<file path="config.mk">
export PLATFORM = sky130hd
export DESIGN_NAME = fwft_fifo_drain
export DESIGN_NICKNAME = d
export VERILOG_FILES = /design/src/rtl/fwft_fifo_drain.sv
export SDC_FILE = /design/constraint.sdc
export NUM_CORES = 1
export LEC_CHECK = 0
export CAP_MARGIN = 0
export CORE_ASPECT_RATIO = 0.8
export CORE_UTILIZATION = 45
export CTS_BUF_LIST = sky130_fd_sc_hd__clkbuf_4 sky130_fd_sc_hd__clkbuf_8 sky130_fd_sc_hd__clkbuf_16
export DETAILED_ROUTE_END_ITERATION = 10
export PLACE_DENSITY = 0.73
export SLEW_MARGIN = 20
export SYNTH_ARGS = -nofsm -noshare
export SYNTH_HDL_FRONTEND = slang
export SYNTH_SLANG_ARGS = --single-unit
</file>
<file path="constraint.sdc">
create_clock -name clk -period 2.7 [get_ports clk]
set_input_delay 0.675 -clock clk [delete_from_list [all_inputs] [get_ports clk]]
set_output_delay 0.675 -clock clk [all_outputs]
set_load 0.02 [all_outputs]
</file>
<file path="src/rtl/fwft_fifo_drain.sv">
// Two-entry drain stage for a first-word-fall-through FIFO: main/skid registers, pop decoded from registered state.
// Optional pop statistics counter enabled by defining FWFT_FIFO_DRAIN_STATS_EN.
module fwft_fifo_drain #(
    parameter int unsigned width = 32
) (
    input  logic             clk,
    input  logic             rst_n,
    input  logic             fifo_empty,
    input  logic [width-1:0] fifo_dout,
    output logic             fifo_rd_en,
    input  logic             flush,
    output logic             out_valid,
    output logic [width-1:0] out_data,
    input  logic             out_ready,
    output logic [1:0]       occupancy
`ifdef FWFT_FIFO_DRAIN_STATS_EN
    ,
    output logic [15:0]      pop_count
`endif
);

    typedef enum logic [1:0] {
        ST_EMPTY = 2'd0,
        ST_ONE   = 2'd1,
        ST_TWO   = 2'd2
    } state_e;

    state_e             state_q, state_d;
    logic [width-1:0]   main_q, main_d;
    logic [width-1:0]   skid_q, skid_d;
    logic               pop_s;
    logic               drain_s;
    logic               valid_s;

    // Pop and drain strobes; rst_n gates the pop so it drops immediately on reset assertion.
    always_comb begin
        valid_s = (state_q != ST_EMPTY);
        pop_s   = rst_n & ~fifo_empty & (state_q != ST_TWO) & ~flush;
        drain_s = valid_s & out_ready;
    end

    // Next-state and datapath selection.
    always_comb begin
        state_d = state_q;
        main_d  = main_q;
        skid_d  = skid_q;
        if (flush) begin
            state_d = ST_EMPTY;
        end else begin
            case (state_q)
                ST_EMPTY: begin
                    if (pop_s) begin
                        state_d = ST_ONE;
                        main_d  = fifo_dout;
                    end else begin
                        state_d = ST_EMPTY;
                    end
                end
                ST_ONE: begin
                    if (pop_s && !drain_s) begin
                        state_d = ST_TWO;
                        skid_d  = fifo_dout;
                    end else if (pop_s && drain_s) begin
                        state_d = ST_ONE;
                        main_d  = fifo_dout;
                    end else if (drain_s) begin
                        state_d = ST_EMPTY;
                    end else begin
                        state_d = ST_ONE;
                    end
                end
                ST_TWO: begin
                    // The skid entry moves forward as the head leaves; no pop can happen here.
                    if (drain_s) begin
                        state_d = ST_ONE;
                        main_d  = skid_q;
                    end else begin
                        state_d = ST_TWO;
                    end
                end
                default: begin
                    state_d = ST_EMPTY;
                end
            endcase
        end
    end

    // State and entry registers.
    always_ff @(posedge clk or negedge rst_n) begin
        if (!rst_n) begin
            state_q <= ST_EMPTY;
            main_q  <= {width{1'b0}};
            skid_q  <= {width{1'b0}};
        end else begin
            state_q <= state_d;
            main_q  <= main_d;
            skid_q  <= skid_d;
        end
    end

    assign fifo_rd_en = pop_s;
    assign out_valid  = valid_s;
    assign out_data   = main_q;
    assign occupancy  = state_q;

`ifdef FWFT_FIFO_DRAIN_STATS_EN
    logic [15:0] pop_count_q, pop_count_d;

    // Free-running pop counter, wraps naturally and survives flush.
    always_comb begin
        if (pop_s) begin
            pop_count_d = pop_count_q + 16'd1;
        end else begin
            pop_count_d = pop_count_q;
        end
    end

    // Pop counter register.
    always_ff @(posedge clk or negedge rst_n) begin
        if (!rst_n) begin
            pop_count_q <= 16'd0;
        end else begin
            pop_count_q <= pop_count_d;
        end
    end

    assign pop_count = pop_count_q;
`endif

endmodule

</file>
## Yosys cells after proc, flatten, opt, wreduce, memory -nomap -nowiden

Index checks and enable logic that the tools add are counted.

- Input port bits: 37
- Logic and storage cells: 36
- Bits in registers: 66

- Bitwise gates (word level): 6
- Mux-type cells: 12
- Eq/ne operators: 7
- Reductions and logical operators: 8

Operators by type and width:

| cell | number |
|---|---|
| $mux W32 | 4 |
| $pmux W32 S3 | 1 |
| $ne A2 B2 Y1 const B | 5 |
| $mux W2 | 3 |
| $pmux W2 S3 | 1 |
| $reduce_and A6 Y1 | 1 |
| $and A1 B1 Y1 | 4 |
| $mux W1 | 3 |
| $reduce_and A3 Y1 | 1 |
| $reduce_bool A3 Y1 | 1 |
| $eq A2 B1 Y1 const B | 1 |
| $eq A2 B2 Y1 const B | 1 |
| $logic_and A1 B1 Y1 | 2 |
| $logic_not A2 Y1 | 1 |
| $not A1 Y1 | 2 |
| $reduce_bool A2 Y1 | 1 |
| $logic_not A1 Y1 | 1 |

## Longest topological paths before layout

- Word-level depth: 9
- Depth in mapped cells: 10
- Depth with buffers taken out: 7

## Least setup slack after synthesis

No wires, ideal clock.

- Path type: register -> register
- Start point: register state_q[1] (netlist: occupancy[1])
- End point: register skid_q[26]
- Buffers on the path: 3
- Period minus slack after synthesis: 2.787 ns
- Setup time: 0.125 ns
- Arrival: 2.662 ns
- Data required time: 2.575 ns
- Cell stages (with the launch flop): 10
- Slack: -0.087 ns
- Cells stage by stage: dfrtp_1 > nor2b_1 > buf_6 > buf_6 > nor3_1 > ha_1 > nand3b_1 > nor2_1 > buf_4 > mux2_2

- Word-level cells in the longest chain between the ends: 5
- Elaborated cells between the ends (all ways): 9

Ends and longest elaborated chain:

| item | RTL line | text |
|---|---|---|
| from (decl) | 28 | `state_e state_q, state_d;` |
| from (signal assigned) | 95 | `state_q <= state_d;` |
| $ne A2 B2 Y1 | 38 | `pop_s = rst_n & ~fifo_empty & (state_q != ST_TWO) & ~flush;` |
| $and A1 B1 Y1 (2 in a row) | 38 |  |
| net fifo_rd_en | 10 | `output logic fifo_rd_en,` |
| $logic_and A1 B1 Y1 | 60 | `if (pop_s && !drain_s) begin` |
| $reduce_and A3 Y1 (no source line) | - |  |
| to (signal assigned) | 93 | `skid_q <= {width{1'b0}};` |
| to (signal assigned) | 97 | `skid_q <= skid_d;` |
| to (decl) | 30 | `logic [width-1:0] skid_q, skid_d;` |

The timed path passes the listed nets, and every way through them passes these cells.
A chain may end at the register's enable or synchronous reset.

## Worst setup path after layout

- Start point: input fifo_empty
- End point: output fifo_rd_en

- Word-level cells in the longest chain between the ends: 4

Ends and longest elaborated chain:

| item | RTL line | text |
|---|---|---|
| from (decl) | 8 | `input logic fifo_empty,` |
| $not A1 Y1 | 38 |  |
| $and A1 B1 Y1 (3 in a row) | 38 |  |
| to (decl) | 10 |  |

Every way passes these cells.

==> impl_results.md <==
- Max FO, Critical Path: 2
- Via density: 5.00
- Critical Path RT: 2030 ps
- Post-route insts no fill: 365
- Tcrit/Tclk final: 0.906
- Clk sinks: 66
- Ant diodes: 0
- Routed WL: 5540 um
- Share of cells above drive strength 1: 0.420
- RSZ-0062 raised after global routing: no
- Initial antenna violation count: 0
- Max incr delay on CP: 390 ps
- Clock root cell: clkbuf_8
- Data arrival, critical path: 1770 ps
- Fin Hold WS: 488 ps
- Initial Util: 0.472
- Worst-Margin Slew: 834 ps
- GRT Total Usage: 0.174
- Post-synth EDFFs: 0
- Final core occ: 0.634
- Initial drt markers: 43
- Die W: 94.1 um
- Chip height: 75.7 um
- Fmax: 0.409 GHz
- TritonRoute pass-1 iters: 4
- Clock period minus worst slack: 2450 ps
- Residual DRC: 0
- CTS Buf Count: 9
- Top_reg_cell synth: dfrtp_1
- Largest net degree at the start of global routing: 67
- Overall power: 2880 uW
- Final worst slack: 255 ps
- DR top layer: met4
- DP HPWL: 3680 um
- Final setup viols: 0
- Kind of start point of the critical path: input port
- Met1 Routed Length: 2550 um
- Synth warnings: 0
- Maximum VDD drop: 0.378 mV
- Longest Clk Path Bufs: 2
- Port buffer count: 72
- GRT overflow: 0
- Fraction of registers with async set/reset: 1.00
- Leakage: 0.00182 uW
- Worst-Skew Late Latency: 340 ps
- Syn Inst Count: 194
- Core ar.: 0.00647 mm^2
- Critical setup path kind: input port to output port
- Placed cell count: 349
- Routed met3 length: 415 um
- Post-Syn Area per Cell: 15.7 um^2
- Die footprint: 0.00713 mm^2
- CTS H-tree depth: 3
- Rows: 26
- Final Slew Violations: 0
- Reg clk slew, reported paths: 70 ps
- Pre-CTS setup slack: -37.7 ps
- DR WL met2: 2510 um
- Max-cap violations: 0
- Worst hold path class: flip-flop to flip-flop
- Final hold viol count: 0
- Crit end category: output port
- Nets: 315
- Synth Net Count: 233
- Worst-path cell chain: clkdlybuf4s50_1, nand2b_1, nor3_2, dlygate4sd2_1
- Synth Cell Area: 0.00306 mm^2
- WL per Instance: 15.2 um
- Hold buffers post-CTS: 0
- Area Growth Syn to Fin: 34.4%
- Pwr dens: 702 mW/mm^2
- Post-synth cell types: 19
- Seq/Total Area, Yosys: 0.541
- Via count: 1825
- Worst reg2reg setup slack: 650 ps
- Routability cong.: 0.724
- Slowest stage cell, crit path: clkdlybuf4s50_1
- Ports: 73
- Slew headroom: 0.444
- Outcome: finished clean
- Fin Clk Skew: 7.37 ps
- CTS tree: done
- Vias in the first global route: 1815
- First-pass GRT wire length: 8980 um
- Antenna-violating nets left: 0
- Seq cells post-synth: 66
[layer usage]
metal,vias to the layer above,track usage
met2,55,0.268
li1,849,-
met3,9,0.0679
met1,912,0.219
met4,0,0.0838
met5,-,0
[worst max-delay path, delay by kind of cell]
kind,cells,cell delay (ps)
AND/OR/NAND/NOR,2,350
buffers and inverters,2,740
[final timing paths]
kind | startpoint | end | cells after the start
setup / recovery | fifo_empty | fifo_rd_en | 4
hold / removal | skid_q[25] | skid_q[25] | 1
setup reg to reg | occupancy[0] | out_data[24] | 8
hold reg to reg | skid_q[25] | skid_q[25] | 1
max in group asynchronous | rst_n | skid_q[27] | 2
min in group asynchronous | rst_n | out_data[16] | 2
[stage by stage]
step / TNS, ps / area [um^2]
6_report: 0 / 4110
5_1_grt: 0 / 4110
4_1_cts: 0 / 4110
3_5_place_dp: -72.4 / 3930
3_3_place_gp: -1.02 / 3930
2_1_floorplan: 0 / 3060
[power breakdown]
part | internal [uW] | switching, uW
clock network | 363 | 372
logic | 483 | 340
registers | 1210 | 113
total | 2060 | 825
[final cells by class]
cell class                      instances  area (um^2)
Clock buffer                           11          145
Clock inverter                          5         30.0
Fill cell                             490         2370
Inverter                                4         15.0
Multi-Input combinational cell        114         1330
Sequential cell                        66         1650
Tap cell                               84          105
Timing Repair Buffer                   81          832
[sequential cells by signal (all words and copies together), names as in the netlist]
register / cells
occupancy: 2
out_data: 32
skid_q: 32
[repair_timing]
item	CTS	global route
setup buffers	0	0
resized for setup	1	0
endpoints found under the setup margin	1	0
[kinds of logic (layout without fill, tap and decap cells)]
| logic type | count (synthesis) | after routing | share of synthesized area |
|---|---|---|---|
| multiplexers | 97 | 97 | 0.391 |
| flip-flops | 66 | 66 | 0.541 |
| buffers and inverters | 14 | 101 | 0.0319 |
| AND/OR/NAND/NOR | 10 | 10 | 0.0176 |
| AO/OA/AOI/OAI | 5 | 5 | 0.0102 |
| adder cells (fa/ha/maj) | 2 | 2 | 0.00819 |
[layout by cell type, fill, tap and decap left out]
cell and count:
a21boi_0 1, a21oi_2 1, buf_12 4, buf_2 1, buf_4 5, clkbuf_4 1, clkbuf_8 10, clkdlybuf4s50_1 70
clkinv_2 3, clkinvlp_4 2, dfrtp_1 66, dlygate4sd2_1 1, ha_1 2, inv_1 4, mux2_1 9, mux2_2 59
mux2_4 28, mux2i_1 1, nand2b_1 1, nand3_2 1, nand3b_1 1, nor2_1 4, nor2_4 1, nor2b_4 1
nor3_2 1, o21ai_0 3
[synthesized netlist by cell type (2+ instances only)]
master | instances | area, um^2
mux2_1 | 9 | 101
inv_1 | 4 | 15.0
buf_2 | 3 | 15.0
nor2_1 | 5 | 18.8
mux2_4 | 28 | 420
mux2_2 | 59 | 664
o21ai_0 | 3 | 15.0
buf_4 | 3 | 22.5
buf_6 | 4 | 45.0
ha_1 | 2 | 25.0
dfrtp_1 | 66 | 1650
No activity file was read; power rests on OpenSTA's default activity.
==> RTL edit 1 (same settings) <==
The option `FWFT_FIFO_DRAIN_STATS_EN` is turned on by a define.
--- a/src/rtl/fwft_fifo_drain.sv
+++ b/src/rtl/fwft_fifo_drain.sv
@@ -2,2 +2,4 @@
 // Optional pop statistics counter enabled by defining FWFT_FIFO_DRAIN_STATS_EN.
+`define FWFT_FIFO_DRAIN_STATS_EN
+
 module fwft_fifo_drain #(
Function (old outputs only; new: pop_count): kept (equiv_simple and equiv_induct, registers matched by name and starting in step).
==> RTL edit 1 against the unedited design <==
- worst setup slack got worse by 0.048 ns
- routed wire length rose by 40%
- area after synthesis grew 22%
- sequential cell count increased by 16
- total power grew 26%
- combinational power grew 15%
- register-to-register slack worse by 0.09 ns
- cell area rose by 23%
- critical path type unchanged
- largest power group unchanged
==> RTL edit 1: results (changes against the unedited design) <==
| Metric | Value |
|---|---|
| Status | `finished clean` |
| Nets@finish | `462 (+47%)` |
| Setup Skew | `0.0129 ns (+0.00555 ns)` |
| Reg-to-reg setup timing slack | `0.56 ns (-0.09 ns)` |
| Gp weighted congestion | `0.771 (+6.5%)` |
| First-pass GRT wire length | `13.0 mm (+45%)` |
| Drt via density | `4.87 (-2.6%)` |
| Placement Cell Area | `0.00479 mm2 (+22%)` |
| Post-synthesis sequential area ratio | `0.552 (+0.0113)` |
| Yosys cell types | `32 (+13)` |
| Layout cell share with drive strength beyond 1 | `0.230 (-0.190)` |
| Largest net degree at the start of global routing | `58 (-13%)` |
| Core Util, Final | `0.630 (-0.00404)` |
| Relative slew slack | `0.523 (+0.0782)` |
| Leak | `0.00234 uW (+28%)` |
| Worst r2r src | `occupancy[1]` |
| DP Worst Slack | `-0.117 ns (-0.0790 ns)` |
| Met3 WL | `349 um (-16%)` |
| Via count | `2606 (+43%)` |
| Synth cell count leaders | `nand2_1 (104), dfrtp_1 (82), mux2_2 (59), xnor2_1 (8)` |
| GRT Overall Usage | `0.190 (+0.0162)` |
| Met2 wire len | `3.58 mm (+43%)` |
| Fillers | `645 (+32%)` |
| Fin Hold WS | `0.385 ns (-0.103 ns)` |
| DP HPWL | `5.34 mm (+45%)` |
| WL final | `7.74 mm (+40%)` |
| Post-Syn Nets | `364 (+56%)` |
| Peak VDD IR | `0.439 mV (+16%)` |
| Post-Route M1 WL | `3.78 mm (+48%)` |
| Synth area leaders | `dfrtp_1 (55%), mux2_2 (18%), nand2_1 (10%), xnor2_1 (1.9%), mux2_1 (1.8%)` |
| Worst path arrival time | `1.82 ns (+0.05 ns)` |
| Cell internal pwr | `2630 uW (+28%)` |
| Iteration-0 DRC Markers | `82 (+91%)` |
| Post-Place Cells | `519 (+49%)` |
| Final min period | `2.49 ns (+0.0483 ns)` |
| IO buf count | `88 (+22%)` |
| Initial core utilization | `0.466 (-0.00614)` |
| Syn Inst Count | `324 (+67%)` |
## RTL edit 1: changes by cell type after synthesis, moves of 5 or more
cell	before	now
clkbuf_1	0	7
and3_1	0	5
dfrtp_1	66	82
mux2_4	28	0
xor2_1	0	7
nand3_1	0	5
nand2_1	0	104
xnor2_1	0	8
## RTL edit 1: worst max-delay path: stages
cell and delay (ns):
clkdlybuf4s50_1 0.42, nand2b_4 0.15, nor3_2 0.20, dlygate4sd2_1 0.37
## RTL edit 1: final timing paths
check / depth (start not counted) / endpoint
setup / recovery: 4 / fifo_rd_en
hold / removal: 2 / pop_count[7]
setup reg to reg: 8 / out_data[17]
hold reg to reg: 1 / pop_count[15]
max in group asynchronous: 3 / occupancy[0]
min in group clk: 1 / pop_count[15]
## RTL edit 1: final cells by class
class / instances / area share
flip-flops and latches: 82 / 0.408
clock inverters: 5 / 0.0204
repair buffers: 102 / 0.203
well taps: 108 / 0.0269
multi-input cells: 224 / 0.312
inverters: 3 / 0.00224
clock buffers: 11 / 0.0276
## RTL edit 1: power by group through the flow
stage,Combinational [uW],Clock (uW),Sequential (uW)
4_1_cts,959,1090,1630
3_5_place_dp,957,0,1650
2_1_floorplan,295,0,1820
3_3_place_gp,933,0,1640
6_report,948,1060,1630
5_1_grt,1010,1130,1660
## RTL edit 1: logic make-up after synthesis
family                     Yosys count  synth area share
adders and majority gates            3            0.0101
and+or+nand+nor                    136             0.162
xor gates and xnor gates            15            0.0353
muxes                               66             0.200
DFF                                 82             0.552
buffers and inverters               18            0.0283
AOI/OAI and AO/OA                    4            0.0135
## RTL edit 1: metal layers
layer	vias to the layer above	track usage
li1	1259	-
met5	-	0
met3	3	0.0581
met2	68	0.289
met4	0	0.0422
met1	1276	0.269
==> RTL edit 2 (config.mk and constraints unchanged) <==
Without the edit above. `width`: 32 -> 40.
--- a/src/rtl/fwft_fifo_drain.sv
+++ b/src/rtl/fwft_fifo_drain.sv
@@ -3,3 +3,3 @@
 module fwft_fifo_drain #(
-    parameter int unsigned width = 32
+    parameter int unsigned width = 40
 ) (
Interface: changed (resized fifo_dout and out_data); port bits go from 73 to 89. No check against the original RTL was run, so the function may have changed too.
==> RTL edit 2 against the unedited design <==
- global-route usage about the same
- cell area up 20%
- critical path depth stayed put
- total power rose by 21%
- worst setup slack lost 0.0013 ns
- non-clock buffer count increased by 17
- sequential cell count is 16 higher
- routed wire length rose by 21%
- die area grew 21%
- area after synthesis increased by 22%
==> RTL edit 2: results (changes against the unedited design) <==
| Metric | Value |
|---|---|
| Status | `finished clean` |
| Gp weighted congestion | `0.734 (+1.4%)` |
| DP HPWL | `4.52 mm (+23%)` |
| Post-Syn Nets | `284 (+22%)` |
| Leak | `0.00214 uW (+17%)` |
| Largest net degree at the start of global routing | `51 (-24%)` |
| Critical Path Max Stage Delay | `0.39 ns (about the same)` |
| Setup Skew | `0.0119 ns (+0.00453 ns)` |
| Setup TNS | `0 ns (unchanged)` |
| Vias in the first global route | `2380 (+31%)` |
| Layout cell share with drive strength beyond 1 | `0.417 (-0.00277)` |
| Worst-path clk slew | `around 0.080 ns` |
| Ys Warns | `0 (unchanged)` |
| WL final | `6.70 mm (+21%)` |
| Yosys cell types | `19 (unchanged)` |
| Relative slew slack | `0.589 (+0.145)` |
| Cts bufs inserted | `9 (unchanged)` |
| Post-Place Cells | `430 (+23%)` |
| Placement Cell Area | `0.00474 mm2 (+21%)` |
| Fillers | `656 (+34%)` |
| Synthesized area per cell | `15.7 um2 (-0.38%)` |
| Drt via density | `4.92 (-1.6%)` |
| Iteration-0 DRC Markers | `35 (-19%)` |
| Router iterations before antenna repair | `4 (unchanged)` |
| H-tree level count | `3 (unchanged)` |
| GRT Overall Usage | `0.174 (-0.000237)` |
| Non-Filler Instances | `446 (+22%)` |
| Largest delay contributor family on the critical path | `buffers and inverters` |
| Nets@finish | `380 (+21%)` |
| Worst min path class | `in2async` |
| Initial antenna violation count | `0 (unchanged)` |
| First-pass GRT wire length | `11.6 mm (+29%)` |
| IO buf count | `88 (+22%)` |
| Worst R2R Path Depth | `8 (unchanged)` |
| Diode count | `0 (unchanged)` |
| DP Worst Slack | `-0.0445 ns (-0.00681 ns)` |
| Clock buffer depth | `2 (unchanged)` |
| Peak VDD IR | `0.363 mV (-4.0%)` |
| Synth cell count leaders | `mux2_2 (98), dfrtp_1 (82), mux2_1 (11), mux2_4 (11)` |
| Post-synthesis sequential area ratio | `0.552 (+0.0113)` |
| Root Driver | `clkbuf_8` |
| Synth area leaders | `dfrtp_1 (55%), mux2_2 (30%), mux2_4 (4.4%), mux2_1 (3.3%), buf_8 (1.6%)` |
| Maximum fanout along the worst path | `2 (unchanged)` |
| CP max-delay cell | `clkdlybuf4s50_1` |
| Worst-Skew Late Latency | `roughly 0.35 ns` |
| Ys async rst share | `1.00 (unchanged)` |
| Worst path arrival time | `1.77 ns (about the same)` |
RTL edit 2: changes by cell type after synthesis, sizes merged:
cell and delta:
mux2 +24, buf +3, dfrtp +16
RTL edit 2: layout make-up:
cell class              count  area (um2)  area share
flip-flops and latches     82        2050       0.416
multi-input cells         138        1530       0.311
repair buffers             98        1000       0.203
clock buffers              11         151      0.0307
well taps                 108         135      0.0274
clock inverters             5        38.8     0.00787
inverters                   4        15.0     0.00305
RTL edit 2: cells by family (layout without fill, tap and decap cells):
family                     after synthesis  count (layout)  synth area share
buffers and inverters                   17             118            0.0407
DFF                                     82              82             0.552
AOI/OAI and AO/OA                        5               5           0.00841
adders and majority gates                2               2           0.00673
muxes                                  121             121             0.377
and+or+nand+nor                         10              10            0.0151
RTL edit 2: repair_timing:
action | 4_1_cts | 5_1_grt
resized for setup | 1 | 0
buffers inserted | 0 | 0
setup endpoints to repair | 1 | 0
RTL edit 2: path summary, 6_finish.rpt:
path,startpoint,endpoint,slack [ns]
max in group asynchronous,rst_n,out_data[22],1.37
min in group clk,skid_q[34],skid_q[34],0.50
worst max register to register,occupancy[0],out_data[0],0.62
worst max-delay path,fifo_empty,fifo_rd_en,0.25
worst min-delay path,rst_n,skid_q[11],0.36
worst min register to register,skid_q[34],skid_q[34],0.50
RTL edit 2: routing by layer:
metal | vias up | wire length (um) | global-route usage
met3 | 6 | 501 | 0.0730
met2 | 70 | 3020 | 0.264
met5 | - | 0 | 0
met4 | 0 | 55 | 0.0395
met1 | 1090 | 3130 | 0.232
li1 | 1028 | - | -
RTL edit 2: power breakdown:
part	switching [uW]	leakage, uW	internal (uW)
clock network	430	0.0000955	387
logic	422	0.00102	594
registers	141	0.00102	1500
